===== src/rtl/dct8x8_pkg.sv =====
// Shared constants for the 8x8 DCT datapath: block dimension and the
// width of a row/column index inside one block.
package dct8x8_pkg;

  // Rows and columns per DCT block.
  localparam int DCT_N = 8;

  // Bits needed to address one row or one column of a block.
  localparam int DCT_IDX_W = $clog2(DCT_N);

endpackage


===== src/rtl/dct8x8_tbuf_ctrl.sv =====
// Ping-pong controller for the DCT transpose buffer. Rows from the row
// stage are written into one bank while columns of the previously
// completed block are read from the other bank toward the column stage.
// Read data comes from a synchronous RAM with one cycle of latency, so
// rd_vld_o/rd_last_o form a one-deep output register stage that can hold
// under backpressure without disturbing the RAM output.
module dct8x8_tbuf_ctrl
  import dct8x8_pkg::*;
#(
  parameter int N     = DCT_N,
  parameter int IDX_W = $clog2(N)
) (
  input  logic             clk,
  input  logic             rst,
  input  logic             wr_vld_i,
  output logic             wr_rdy_o,
  output logic             wr_en_o,
  output logic             wr_bank_o,
  output logic [IDX_W-1:0] wr_row_o,
  output logic             rd_en_o,
  output logic             rd_bank_o,
  output logic [IDX_W-1:0] rd_col_o,
  output logic             rd_vld_o,
  output logic             rd_last_o,
  input  logic             rd_rdy_i,
  output logic             blk_done_o,
  output logic [1:0]       bank_full_o
);

  localparam logic [IDX_W-1:0] LastIdx = IDX_W'(N - 1);

  logic [1:0]       full_q, full_d;
  logic             wbank_q, wbank_d;
  logic             rbank_q, rbank_d;
  logic [IDX_W-1:0] wrow_q, wrow_d;
  logic [IDX_W-1:0] rcol_q, rcol_d;
  logic             rd_vld_q, rd_vld_d;
  logic             rd_last_q, rd_last_d;

  logic             wrRdy;
  logic             wrEn;
  logic             rdEn;
  logic             blkDone;

  // Handshake strobes; all forced low while reset is held so the buffer
  // and the column stage see no activity during reset.
  always_comb begin
    wrRdy   = 1'b0;
    wrEn    = 1'b0;
    rdEn    = 1'b0;
    blkDone = 1'b0;
    if (!rst) begin
      wrRdy   = !full_q[wbank_q];
      wrEn    = wr_vld_i & wrRdy;
      rdEn    = full_q[rbank_q] & (!rd_vld_q | rd_rdy_i);
      blkDone = rd_vld_q & rd_rdy_i & rd_last_q;
    end
  end

  // Next-state for bank flags, write/read pointers and the output stage.
  // A full-set and a full-clear in the same cycle always hit different
  // banks (writes need an empty bank, reads a full one), so both apply.
  always_comb begin
    full_d    = full_q;
    wbank_d   = wbank_q;
    wrow_d    = wrow_q;
    rbank_d   = rbank_q;
    rcol_d    = rcol_q;
    rd_vld_d  = rdEn | (rd_vld_q & !rd_rdy_i);
    rd_last_d = rd_last_q;

    if (wrEn) begin
      if (wrow_q == LastIdx) begin
        full_d[wbank_q] = 1'b1;
        wrow_d          = '0;
        wbank_d         = !wbank_q;
      end else begin
        wrow_d = wrow_q + IDX_W'(1);
      end
    end

    if (rdEn) begin
      rd_last_d = (rcol_q == LastIdx);
      if (rcol_q == LastIdx) begin
        full_d[rbank_q] = 1'b0;
        rcol_d          = '0;
        rbank_d         = !rbank_q;
      end else begin
        rcol_d = rcol_q + IDX_W'(1);
      end
    end
  end

  // State register; reset discards any partially written or read block.
  always_ff @(posedge clk or posedge rst) begin
    if (rst) begin
      full_q    <= 2'b00;
      wbank_q   <= 1'b0;
      wrow_q    <= '0;
      rbank_q   <= 1'b0;
      rcol_q    <= '0;
      rd_vld_q  <= 1'b0;
      rd_last_q <= 1'b0;
    end else begin
      full_q    <= full_d;
      wbank_q   <= wbank_d;
      wrow_q    <= wrow_d;
      rbank_q   <= rbank_d;
      rcol_q    <= rcol_d;
      rd_vld_q  <= rd_vld_d;
      rd_last_q <= rd_last_d;
    end
  end

  assign wr_rdy_o    = wrRdy;
  assign wr_en_o     = wrEn;
  assign wr_bank_o   = wbank_q;
  assign wr_row_o    = wrow_q;
  assign rd_en_o     = rdEn;
  assign rd_bank_o   = rbank_q;
  assign rd_col_o    = rcol_q;
  assign rd_vld_o    = rd_vld_q;
  assign rd_last_o   = rd_last_q;
  assign blk_done_o  = blkDone;
  assign bank_full_o = full_q;

endmodule


===== config.mk =====
export PLATFORM = sky130hd
export DESIGN_NAME = dct8x8_tbuf_ctrl
export DESIGN_NICKNAME = d
export VERILOG_FILES = /design/src/rtl/dct8x8_pkg.sv /design/src/rtl/dct8x8_tbuf_ctrl.sv
export SDC_FILE = /design/constraint.sdc
export NUM_CORES = 1
export LEC_CHECK = 0
export BUFFER_PORTS_ARGS = -buffer_cell sky130_fd_sc_hd__buf_2
export CORE_AREA = 3 3 41 43
export DETAILED_ROUTE_END_ITERATION = 8
export DIE_AREA = 0 0 44 46
export PLACE_DENSITY = 0.7
export SYNTH_ARGS = -nofsm -noshare
export SYNTH_HDL_FRONTEND = slang
export SYNTH_SLANG_ARGS = --single-unit

===== constraint.sdc =====
create_clock -name clk -period 2.1 [get_ports clk]
set_clock_uncertainty 0.05 [all_clocks]
set_input_delay 0.42 -clock clk [delete_from_list [all_inputs] [get_ports clk]]
set_output_delay 0.42 -clock clk [all_outputs]
set_load 0.01 [all_outputs]

==> flow_metrics.tcl, run 1 <==
set metrics [dict create \
    starting_utilization_of_the_core_area 0.460 \
    post_layout_nonfiller_instances 90 \
    firstDrtPassIters 2 \
    placedCellCount 82 \
    wirelength_um 1160 \
    root_buffer "clkbuf_4" \
    max-slew-margin-rel 0.741 \
    num_vias 441 \
    grt_pass1_wl_um 2060 \
    syn-instance-count 47 \
    post-route-min-period_ps 2050 \
    floorplan.die.height_um 46 \
    yosys.area.top_type "dfrtp_1" \
    synthTopCellsByArea "dfrtp_1, mux2_4, ha_1" \
    grt_setup_unrepaired "false" \
    grt_overflow 0 \
    hpwlAfterDp_um 917 \
    worst-path-max-fanout 5 \
    required_ps 1630 \
    finalWeightedCongestion 0.754 \
    worst_ep_arrival_time_ps 1580 \
    layout_common_cells "buf_2, dfrtp_1, buf_4" \
    fin_worst_hold_slack_ps 163 \
    io_buffer_count 19 \
    ys_ff_latch 12 \
    post_route_cells_drive_above_1_share 0.533 \
    timing.final.ws_setup_ps 51.4 \
    tritoncts "done" \
    post_synth.cell_area_avg_um2 13.0 \
    drc_errors 0 \
    cts_buffers 3 \
    worst_setup_path_end_kind "output pin" \
    ys_seq_area_frac 0.490 \
    final.setup.tns_ps 0 \
    rows 13 \
    clk_pin_slew_worst_paths_ps 80 \
    synth.net_count 55 \
    io_pins 20 \
    max_clock_freq_ghz 0.488 \
    clock_sinks 12 \
    rr_worst_depth 4 \
    antenna-diode-count 0 \
    total_leakage_power_nw 0.445 \
    num-nets-final 84 \
    number_of_global_route_vias_before_repair 453 \
    detailedRoute.firstIterationViolations 2 \
    antenna_found_initial 0 \
    area.growth.synth_to_final_pct 30.6 \
    ratio_of_total_power_to_cell_area_mw_per_mm2 1390 \
    setup_viol 0 \
    routed_wire_length_per_instance_um 12.9 \
    final_min_period_over_clock_period 0.976 \
    layout_commonest_cell "buf_2" \
    core-area_mm2 0.00133 \
    hold_viol 0 \
    count_of_max_cap_constraint_violations 0 \
    ctsLongestPathBuffers 2 \
    outcome "complete, no violations" \
    post_synth_num_cell_types 20 \
    final-max-slew-violation-count 0 \
    h-tree-depth 1 \
    grt_max_degree 14 \
    ys.warnings.count 0 \
    die-width_um 44 \
    track_usage 0.140 \
    pin_slew_with_the_least_headroom_to_its_limit_ps 387 \
    synth_largest_type_area_fraction 0.490 \
    worstHoldPathType "in -> async" \
    drtAntennaViolNets 0 \
    critical_path_class "reg -> out" \
    startpoint_type "register" \
    synthesis.area_um2 613 \
    post_drt_via_cell_ratio 4.90 \
    preCtsSetupSlack_ps 298 \
    clk-insertion-delay-late_ps 270 \
    peakVddDrop_uv 859 \
    die_area_mm2 0.00202 \
]
==> worst max-delay path: stages (launching register included) <==
cell and delay (ps):
dfrtp_1 430, mux2_4 290, or3b_4 420, inv_1 60
buf_2 120
==> layout make-up <==
| type | instances | area (um^2) |
|---|---|---|
| multi-input combinational | 32 | 302 |
| timing repair buffer | 24 | 133 |
| inverter | 3 | 11.3 |
| clock buffer | 4 | 36.3 |
| tap | 15 | 18.8 |
| fill | 124 | 533 |
| sequential | 12 | 300 |
==> sequential cells by signal, indices dropped and copies added (netlist names) <==
signal and count:
rd_last_o 1, bank_full_o 2, rd_vld_o 1, wr_row_o 3, rd_col_o 3, wr_bank_o 1
rd_bank_o 1
==> repair_timing <==
action                                  in CTS  in global routing
pin swaps                                    0                  1
buffers inserted                             1                  3
gates resized for setup                      0                  0
endpoints found under the setup margin       1                  1
hold buffers                                 0                  0
==> path summary, 6_finish.rpt <==
kind	startpoint	to	slack [ps]
min in group clk	wr_vld_i	wr_bank_o$_DFFE_PP0P_	450
worst max register to register	bank_full_o[0]$_DFF_PP0_	wr_row_o[1]$_DFFE_PP0N_	370
worst min-delay path	rst	rd_last_o$_DFFE_PP0P_	160
max in group asynchronous	rst	bank_full_o[1]$_DFF_PP0_	1680
worst min register to register	rd_col_o[2]$_DFFE_PP0P_	rd_col_o[2]$_DFFE_PP0P_	490
worst max-delay path	bank_full_o[0]$_DFF_PP0_	wr_en_o	50
==> where the power goes <==
part	leakage, nW	switching, mW	internal [mW]
combinational	0.276	0.227	0.294
sequential	0.148	0.0818	0.323
clock	0.0210	0.0787	0.105
total	0.445	0.388	0.722
==> cell families (layout without fill, tap and decap cells) <==
group                    after synthesis  count (layout)  share of synthesized area
AO/OA/AOI/OAI                          5               5                     0.0571
XOR/XNOR                               1               1                     0.0143
adder cells (fa/ha/maj)                4               4                     0.0816
buffers and inverters                  3              31                     0.0184
flip-flops                            12              12                      0.490
multiplexers                           9               9                      0.188
AND/OR/NAND/NOR                       13              13                      0.151
==> cell usage after synthesis, drive strengths merged <==
library cell  number
inv                3
dfrtp             12
nor3               1
nand3b             1
mux2i              1
a2bb2oi            1
nor4b              1
xnor2              1
nor2b              3
o31ai              1
o21ai              1
and4               1
nor2               4
or3b               1
mux2               8
a41oi              1
a21oi              1
ha                 4
or2                1
==> per-layer routing <==
metal | part of all wire | up-vias | wire [um] | GRT usage
li1 | - | 226 | - | -
met1 | 0.48 | 198 | 553 | 0.184
met3 | 0.071 | 0 | 83 | 0.0593
met5 | 0 | - | 0 | 0
met4 | 0 | 0 | 0 | 0
met2 | 0.45 | 17 | 526 | 0.230
==> through the flow <==
stage | area [um^2] | power, mW | util
after global routing | 801 | 1.21 | 0.600
after CTS | 778 | 1.11 | 0.583
after detailed placement | 734 | 0.903 | 0.551
after floorplan | 613 | 0.728 | -
after global placement | 734 | 0.884 | 0.551
final | 801 | 1.11 | 0.600
Power figures use the tool's default switching activity.
==> inputs of run 2 (changes only) <==
--- a/config.mk
+++ b/config.mk
@@ -5,11 +5,12 @@
 export SDC_FILE = /design/constraint.sdc
 export NUM_CORES = 1
 export LEC_CHECK = 0
+export ABC_AREA = 1
 export BUFFER_PORTS_ARGS = -buffer_cell sky130_fd_sc_hd__buf_2
-export CORE_AREA = 3 3 41 43
+export CORE_AREA = 5 5 43 45
 export DETAILED_ROUTE_END_ITERATION = 8
-export DIE_AREA = 0 0 44 46
-export PLACE_DENSITY = 0.7
+export DIE_AREA = 0 0 48 50
+export PLACE_DENSITY = 0.72
 export SYNTH_ARGS = -nofsm -noshare
 export SYNTH_HDL_FRONTEND = slang
 export SYNTH_SLANG_ARGS = --single-unit
==> run 2 against run 1 <==
Net effect: clock power down 26%; area after synthesis increased by 4.1%; worst setup slack better by 290 ps; non-clock buffer count down 4; largest cell class is now flip-flops and latches; first-iteration DRC count increased to 5.0 times the previous value; global-route usage down 2.0 points; synthesized cell count rose by 64%.
==> flow_metrics.tcl, run 2 <==
set metrics [dict create \
    detailedRoute.firstIterationViolations 10 \
    number_of_global_route_vias_before_repair 529 \
    cts.repair.resized 0 \
    floorplan.die.height_um 50 \
    post_route_cells_drive_above_1_share 0.330 \
    synth-edff-count 0 \
    synth_most_common_cell "nand2_1" \
    slowest_delay_ps 440 \
    max_clock_freq_ghz 0.567 \
    layout_commonest_cell "nand2_1" \
    startpoint_type "register" \
    final-max-slew-violation-count 0 \
    num_vias 566 \
    root_buffer "clkbuf_4" \
    setup_buffers_after_cts 0 \
    h-tree-depth 1 \
    final_min_period_over_clock_period 0.840 \
    clock_sinks 12 \
    synth.net_count 85 \
    num-nets-final 110 \
    track_usage 0.121 \
    grt_max_degree 13 \
    rows 14 \
    route.met3.wl_um 101 \
    timing.final.ws_setup_ps 337 \
    post_drt_via_cell_ratio 4.88 \
    grt_overflow 0 \
    synthTopCellsByArea "dfrtp_1, nand2_1, ha_1" \
    power.share.clock 0.139 \
    worst-path-max-fanout 6 \
    routedLengthMet1_um 525 \
    post-route-min-period_ps 1760 \
    ys.flop_type "dfrtp_1" \
    clk-insertion-delay-late_ps 270 \
    ys_ff_latch 12 \
    final.setup.tns_ps 0 \
    worst_path_max_delay_cell "dfrtp_1" \
    starting_utilization_of_the_core_area 0.444 \
    tritoncts "done" \
    cell_internal_pwr_mw 0.568 \
    critPathLaunch "wr_bank_o$_DFFE_PP0P_" \
    ys_seq_area_frac 0.471 \
    hold_viol 0 \
    synth-async-reset-ratio 1.00 \
    critical_path.cell_chain "nand2_1 > nand2_1 > nor2_4 > nand2_4 > clkinv_2 > buf_2" \
    die_area_mm2 0.00240 \
    io_pins 20 \
    hpwlAfterDp_um 1040 \
    post_synth.cell_area_avg_um2 8.29 \
    synthesis.area_um2 638 \
    setup_viol 0 \
    cp_common_cell "nand2_1" \
    io_buffer_count 19 \
    peakVddDrop_uv 597 \
    core-area_mm2 0.00144 \
    routed_wire_length_per_instance_um 10.8 \
    swShare 0.423 \
    count_of_max_cap_constraint_violations 0 \
    grt_setup_unrepaired "false" \
    max-slew-margin-rel 0.855 \
    layout_common_cells "nand2_1, buf_2, dfrtp_1, inv_1" \
    ys_top_cells_by_count "nand2_1, dfrtp_1, inv_1" \
    share_seq_of_total_power 0.399 \
    combPwrFrac 0.462 \
    ratio_of_total_power_to_cell_area_mw_per_mm2 1260 \
    area.growth.synth_to_final_pct 22.7 \
    antenna_found_initial 0 \
    syn-instance-count 77 \
    cts_buffers 3 \
    drc_errors 0 \
    finalWeightedCongestion 0.716 \
    total_leakage_power_nw 0.475 \
    holdBufCountCts 0 \
    grt_pass1_wl_um 2080 \
    worst_ep_arrival_time_ps 1290 \
    firstDrtPassIters 4 \
    die-width_um 48 \
    top_layer_used "met4" \
    ctsLongestPathBuffers 2 \
    preCtsSetupSlack_ps 523 \
    post_synth_num_cell_types 17 \
    outcome "complete, no violations" \
    wirelength_um 1260 \
    drtAntennaViolNets 0 \
    critical_path_class "reg -> out" \
    worstHoldPathType "in -> async" \
    power.switching_mw 0.417 \
    yosys.area.top_type "dfrtp_1" \
    required_ps 1630 \
    regToRegStartpoint "wr_row_o[0]$_DFFE_PP0N_" \
    wl_met2_um 601 \
    pin_slew_with_the_least_headroom_to_its_limit_ps 217 \
    ys.warnings.count 0 \
    antenna-diode-count 0 \
    clk_pin_slew_worst_paths_ps 70 \
    synth_largest_type_area_fraction 0.471 \
    worst_setup_path_end_kind "output pin" \
]
[run 2: changes by cell type after synthesis, sizes merged, moves of 2 or more]
cell	before	now
nor2	4	7
nand2	0	28
inv	3	11
nor2b	3	0
nand4	0	2
mux2	8	0
o21ai	1	7
nand3	0	4
[run 2: per-stage QoR]
step | hold WS, ps | cell area [um^2] | std cells | utilization | power (mW)
finish | 123 | 783 | 116 | 0.545 | 0.985
global route | 147 | 783 | 116 | 0.545 | 1.09
CTS | 132 | 783 | 116 | 0.545 | 1.00
detailed placement | 420 | 761 | 113 | 0.530 | 0.864
global placement | 418 | 761 | 113 | 0.530 | 0.844
floorplan | 243 | 638 | 77 | - | 0.696
[run 2: area by class of cell]
cell class | instances | area [um^2]
Clock buffer | 3 | 22.5
Fill cell | 147 | 653
Inverter | 12 | 46.3
Multi-Input combinational cell | 53 | 292
Sequential cell | 12 | 300
Tap cell | 16 | 20.0
Timing Repair Buffer | 20 | 103
[run 2: logic make-up (layout without fill, tap and decap cells)]
family,after synthesis,in the layout,synth area share
buffers and inverters,12,35,0.0725
adder cells (fa/ha/maj),4,4,0.0784
flip-flops,12,12,0.471
AND/OR/NAND/NOR,42,42,0.318
AO/OA/AOI/OAI,7,7,0.0608
[run 2: routing by layer]
metal / vias to the layer above / GRT usage
li1: 287 / -
met1: 258 / 0.141
met2: 16 / 0.196
met3: 5 / 0.0218
met4: 0 / 0.0673
met5: - / 0
[run 2: path summary, 6_finish.rpt]
| check | endpoint | slack (ps) | cells after the start |
|---|---|---|---|
| worst min-delay path | bank_full_o[1]$_DFF_PP0_ | 120 | 3 |
| worst min register to register | rd_col_o[2]$_DFFE_PP0P_ | 470 | 2 |
| worst max-delay path | wr_en_o | 340 | 6 |
| min in group clk | rd_vld_o$_DFF_PP0_ | 340 | 2 |
| max in group asynchronous | rd_col_o[1]$_DFFE_PP0P_ | 1720 | 3 |
| worst max register to register | wr_row_o[0]$_DFFE_PP0N_ | 710 | 4 |
[run 2: critical path: cells and delay by family (launching register included)]
family	cells	cell delay [ps]
simple gates	4	420
flops	1	440
buf+inv	2	170
[run 2: power by group through the flow]
stage	Clock (mW)	Sequential (mW)	Combinational, mW
final	0.137	0.393	0.455
after global routing	0.150	0.407	0.528
after CTS	0.138	0.394	0.469
after detailed placement	0	0.398	0.466
after global placement	0	0.391	0.453
after floorplan	0	0.431	0.265
==> inputs of run 3 (changes only) <==
--- a/config.mk
+++ b/config.mk
@@ -7,10 +7,10 @@
 export LEC_CHECK = 0
 export ABC_AREA = 1
 export BUFFER_PORTS_ARGS = -buffer_cell sky130_fd_sc_hd__buf_2
-export CORE_AREA = 5 5 43 45
+export CORE_AREA = 5 5 45 47
 export DETAILED_ROUTE_END_ITERATION = 8
-export DIE_AREA = 0 0 48 50
-export PLACE_DENSITY = 0.72
+export DIE_AREA = 0 0 50 52
+export PLACE_DENSITY = 0.69
 export SYNTH_ARGS = -nofsm -noshare
 export SYNTH_HDL_FRONTEND = slang
 export SYNTH_SLANG_ARGS = --single-unit
==> constraint.sdc (replaced) <==
create_clock -name clk -period 1.6 [get_ports clk]
set_clock_uncertainty 0.05 [all_clocks]
set_input_delay 0.32 -clock clk [delete_from_list [all_inputs] [get_ports clk]]
set_output_delay 0.32 -clock clk [all_outputs]
set_load 0.01 [all_outputs]
==> run 3 against run 2 <==
Net effect: sequential share of layout area fell by 3.9 points; core utilization fell by 0.27 points; total power is 49% higher; clock power is 78% higher; critical path type unchanged; largest cell class unchanged; highest routed layer unchanged.
==> flow_metrics.tcl, run 3 (synthesized netlist as in run 2, its figures left out) <==
set metrics [dict create \
    outcome "complete, no violations" \
    num-nets-final 118 \
    regToRegStartpoint "wr_row_o[0]$_DFFE_PP0N_" \
    power.switching_mw 0.596 \
    firstDrtPassIters 5 \
    num_vias 612 \
    final-max-slew-violation-count 0 \
    total_leakage_power_nw 0.519 \
    worst_setup_path_end_kind "output pin" \
    report.power.total_mw 1.47 \
    worst_path_max_delay_cell "dfrtp_2" \
    rr_worst_depth 4 \
    grt_pass1_wl_um 2250 \
    track_usage 0.116 \
    worst-path-max-fanout 6 \
    detailedRoute.firstIterationViolations 7 \
    pin_slew_with_the_least_headroom_to_its_limit_ps 174 \
    io_buffer_count 19 \
    combPwrFrac 0.480 \
    antenna-diode-count 0 \
    slowest_delay_ps 450 \
    h-tree-depth 1 \
    die-width_um 50 \
    ctsLongestPathBuffers 2 \
    preCtsSetupSlack_ps 208 \
    layout_commonest_cell "nand2_1" \
    grt_max_degree 13 \
    hold_viol 0 \
    antenna_found_initial 0 \
    worstHoldPathType "in -> async" \
    reg_to_reg_slack_setup_ps 200 \
    number_of_global_route_vias_before_repair 552 \
    final_min_period_over_clock_period 0.960 \
    post_drt_via_cell_ratio 4.86 \
    tritoncts "done" \
    crit_path_end "rd_en_o" \
    clock_sinks 12 \
    post-route-cell-area_um2 876 \
    rows 15 \
    root_buffer "clkbuf_4" \
    post_route_cells_drive_above_1_share 0.422 \
    drc_errors 0 \
    starting_utilization_of_the_core_area 0.395 \
    finalWeightedCongestion 0.728 \
    core-area_mm2 0.00161 \
    share_seq_of_total_power 0.353 \
    routed_wire_length_per_instance_um 10.8 \
    io_pins 20 \
    clk_pin_slew_worst_paths_ps 80 \
    timing.final.ws_setup_ps 63.6 \
    worst-path-buf-inv 2 \
    drtAntennaViolNets 0 \
    cp.depth 4 \
    worst_ep_arrival_time_ps 1170 \
    rr_endpoint "wr_row_o[0]$_DFFE_PP0N_" \
    post-route-min-period_ps 1540 \
    max-slew-margin-rel 0.884 \
    critical_path.cell_chain "o21ai_4 > nand2_4 > inv_2 > buf_2" \
    crit_path_max_delay_family "flip-flops" \
    cell_internal_pwr_mw 0.873 \
    wirelength_um 1360 \
    ratio_of_total_power_to_cell_area_mw_per_mm2 1680 \
    critPathLaunch "rd_bank_o$_DFFE_PP0P_" \
    power.share.clock 0.166 \
    count_of_max_cap_constraint_violations 0 \
    area.growth.synth_to_final_pct 37.3 \
    cts_buffers 3 \
    place_area_um2 762 \
    clk-insertion-delay-late_ps 280 \
    swShare 0.406 \
    max_clock_freq_ghz 0.651 \
    required_ps 1230 \
    floorplan.die.height_um 52 \
    grt_overflow 0 \
    setup_viol 0 \
    hpwlAfterDp_um 1000 \
    final_util 0.543 \
    startpoint_type "register" \
    peakVddDrop_uv 730 \
    holdBufCountCts 0 \
    layout_common_cells "nand2_1, buf_2, dfrtp_1, buf_4, inv_1" \
    critical_path_class "reg -> out" \
    die_area_mm2 0.00260 \
]
[run 3: worst min-delay path by stage]
stage               from                  endpoint  slack (ps)  cells after the start
finish               rst   wr_row_o[0]$_DFFE_PP0N_          40                      3
global route         rst     wr_bank_o$_DFFE_PP0P_          60                      3
CTS                  rst   wr_row_o[0]$_DFFE_PP0N_          30                      3
detailed placement   rst   wr_row_o[0]$_DFFE_PP0N_         330                      3
global placement     rst   wr_row_o[0]$_DFFE_PP0N_         330                      3
floorplan            rst  bank_full_o[0]$_DFF_PP0_         140                      1
[run 3: tightest hold or removal path, cell delays in order]
cell and delay, ps:
buf_2 120, inv_1 80, buf_4 210
[run 3: area by class of cell]
cell class,count,area (um^2)
inverter,12,46.3
fill,161,738
tap,17,21.3
sequential,12,302
timing repair buffer,28,169
multi-input combinational,53,302
clock buffer,4,36.3
[run 3: power groups by stage]
stage	clock, mW	sequential, mW	combinational [mW]
finish	0.244	0.520	0.706
global route	0.261	0.543	0.796
detailed placement	0	0.520	0.615
CTS	0.250	0.513	0.661
floorplan	0	0.566	0.347
global placement	0	0.515	0.596
[run 3: metal layers]
| layer | share of wire | up-vias | track usage | routed length, um |
|---|---|---|---|---|
| met4 | 0.029 | 0 | 0.0786 | 40 |
| met1 | 0.42 | 278 | 0.119 | 567 |
| met3 | 0.076 | 5 | 0.0372 | 103 |
| li1 | - | 307 | - | - |
| met5 | 0 | - | 0 | 0 |
| met2 | 0.48 | 22 | 0.199 | 649 |
[run 3: repair_timing]
action,in CTS,in global routing
setup buffers,6,2
pin swaps,3,3
hold endpoints to repair,0,0
endpoints found under the setup margin,2,2
resized for setup,0,6
[run 3: per-stage QoR]
| step | TNS, ps | hold slack [ps] | std cells |
|---|---|---|---|
| global placement | 0 | 329 | 114 |
| finish | 0 | 41.1 | 126 |
| detailed placement | 0 | 329 | 114 |
| CTS | 0 | 25.1 | 124 |
| global route | -18.0 | 64.9 | 126 |
| floorplan | 0 | 143 | 77 |
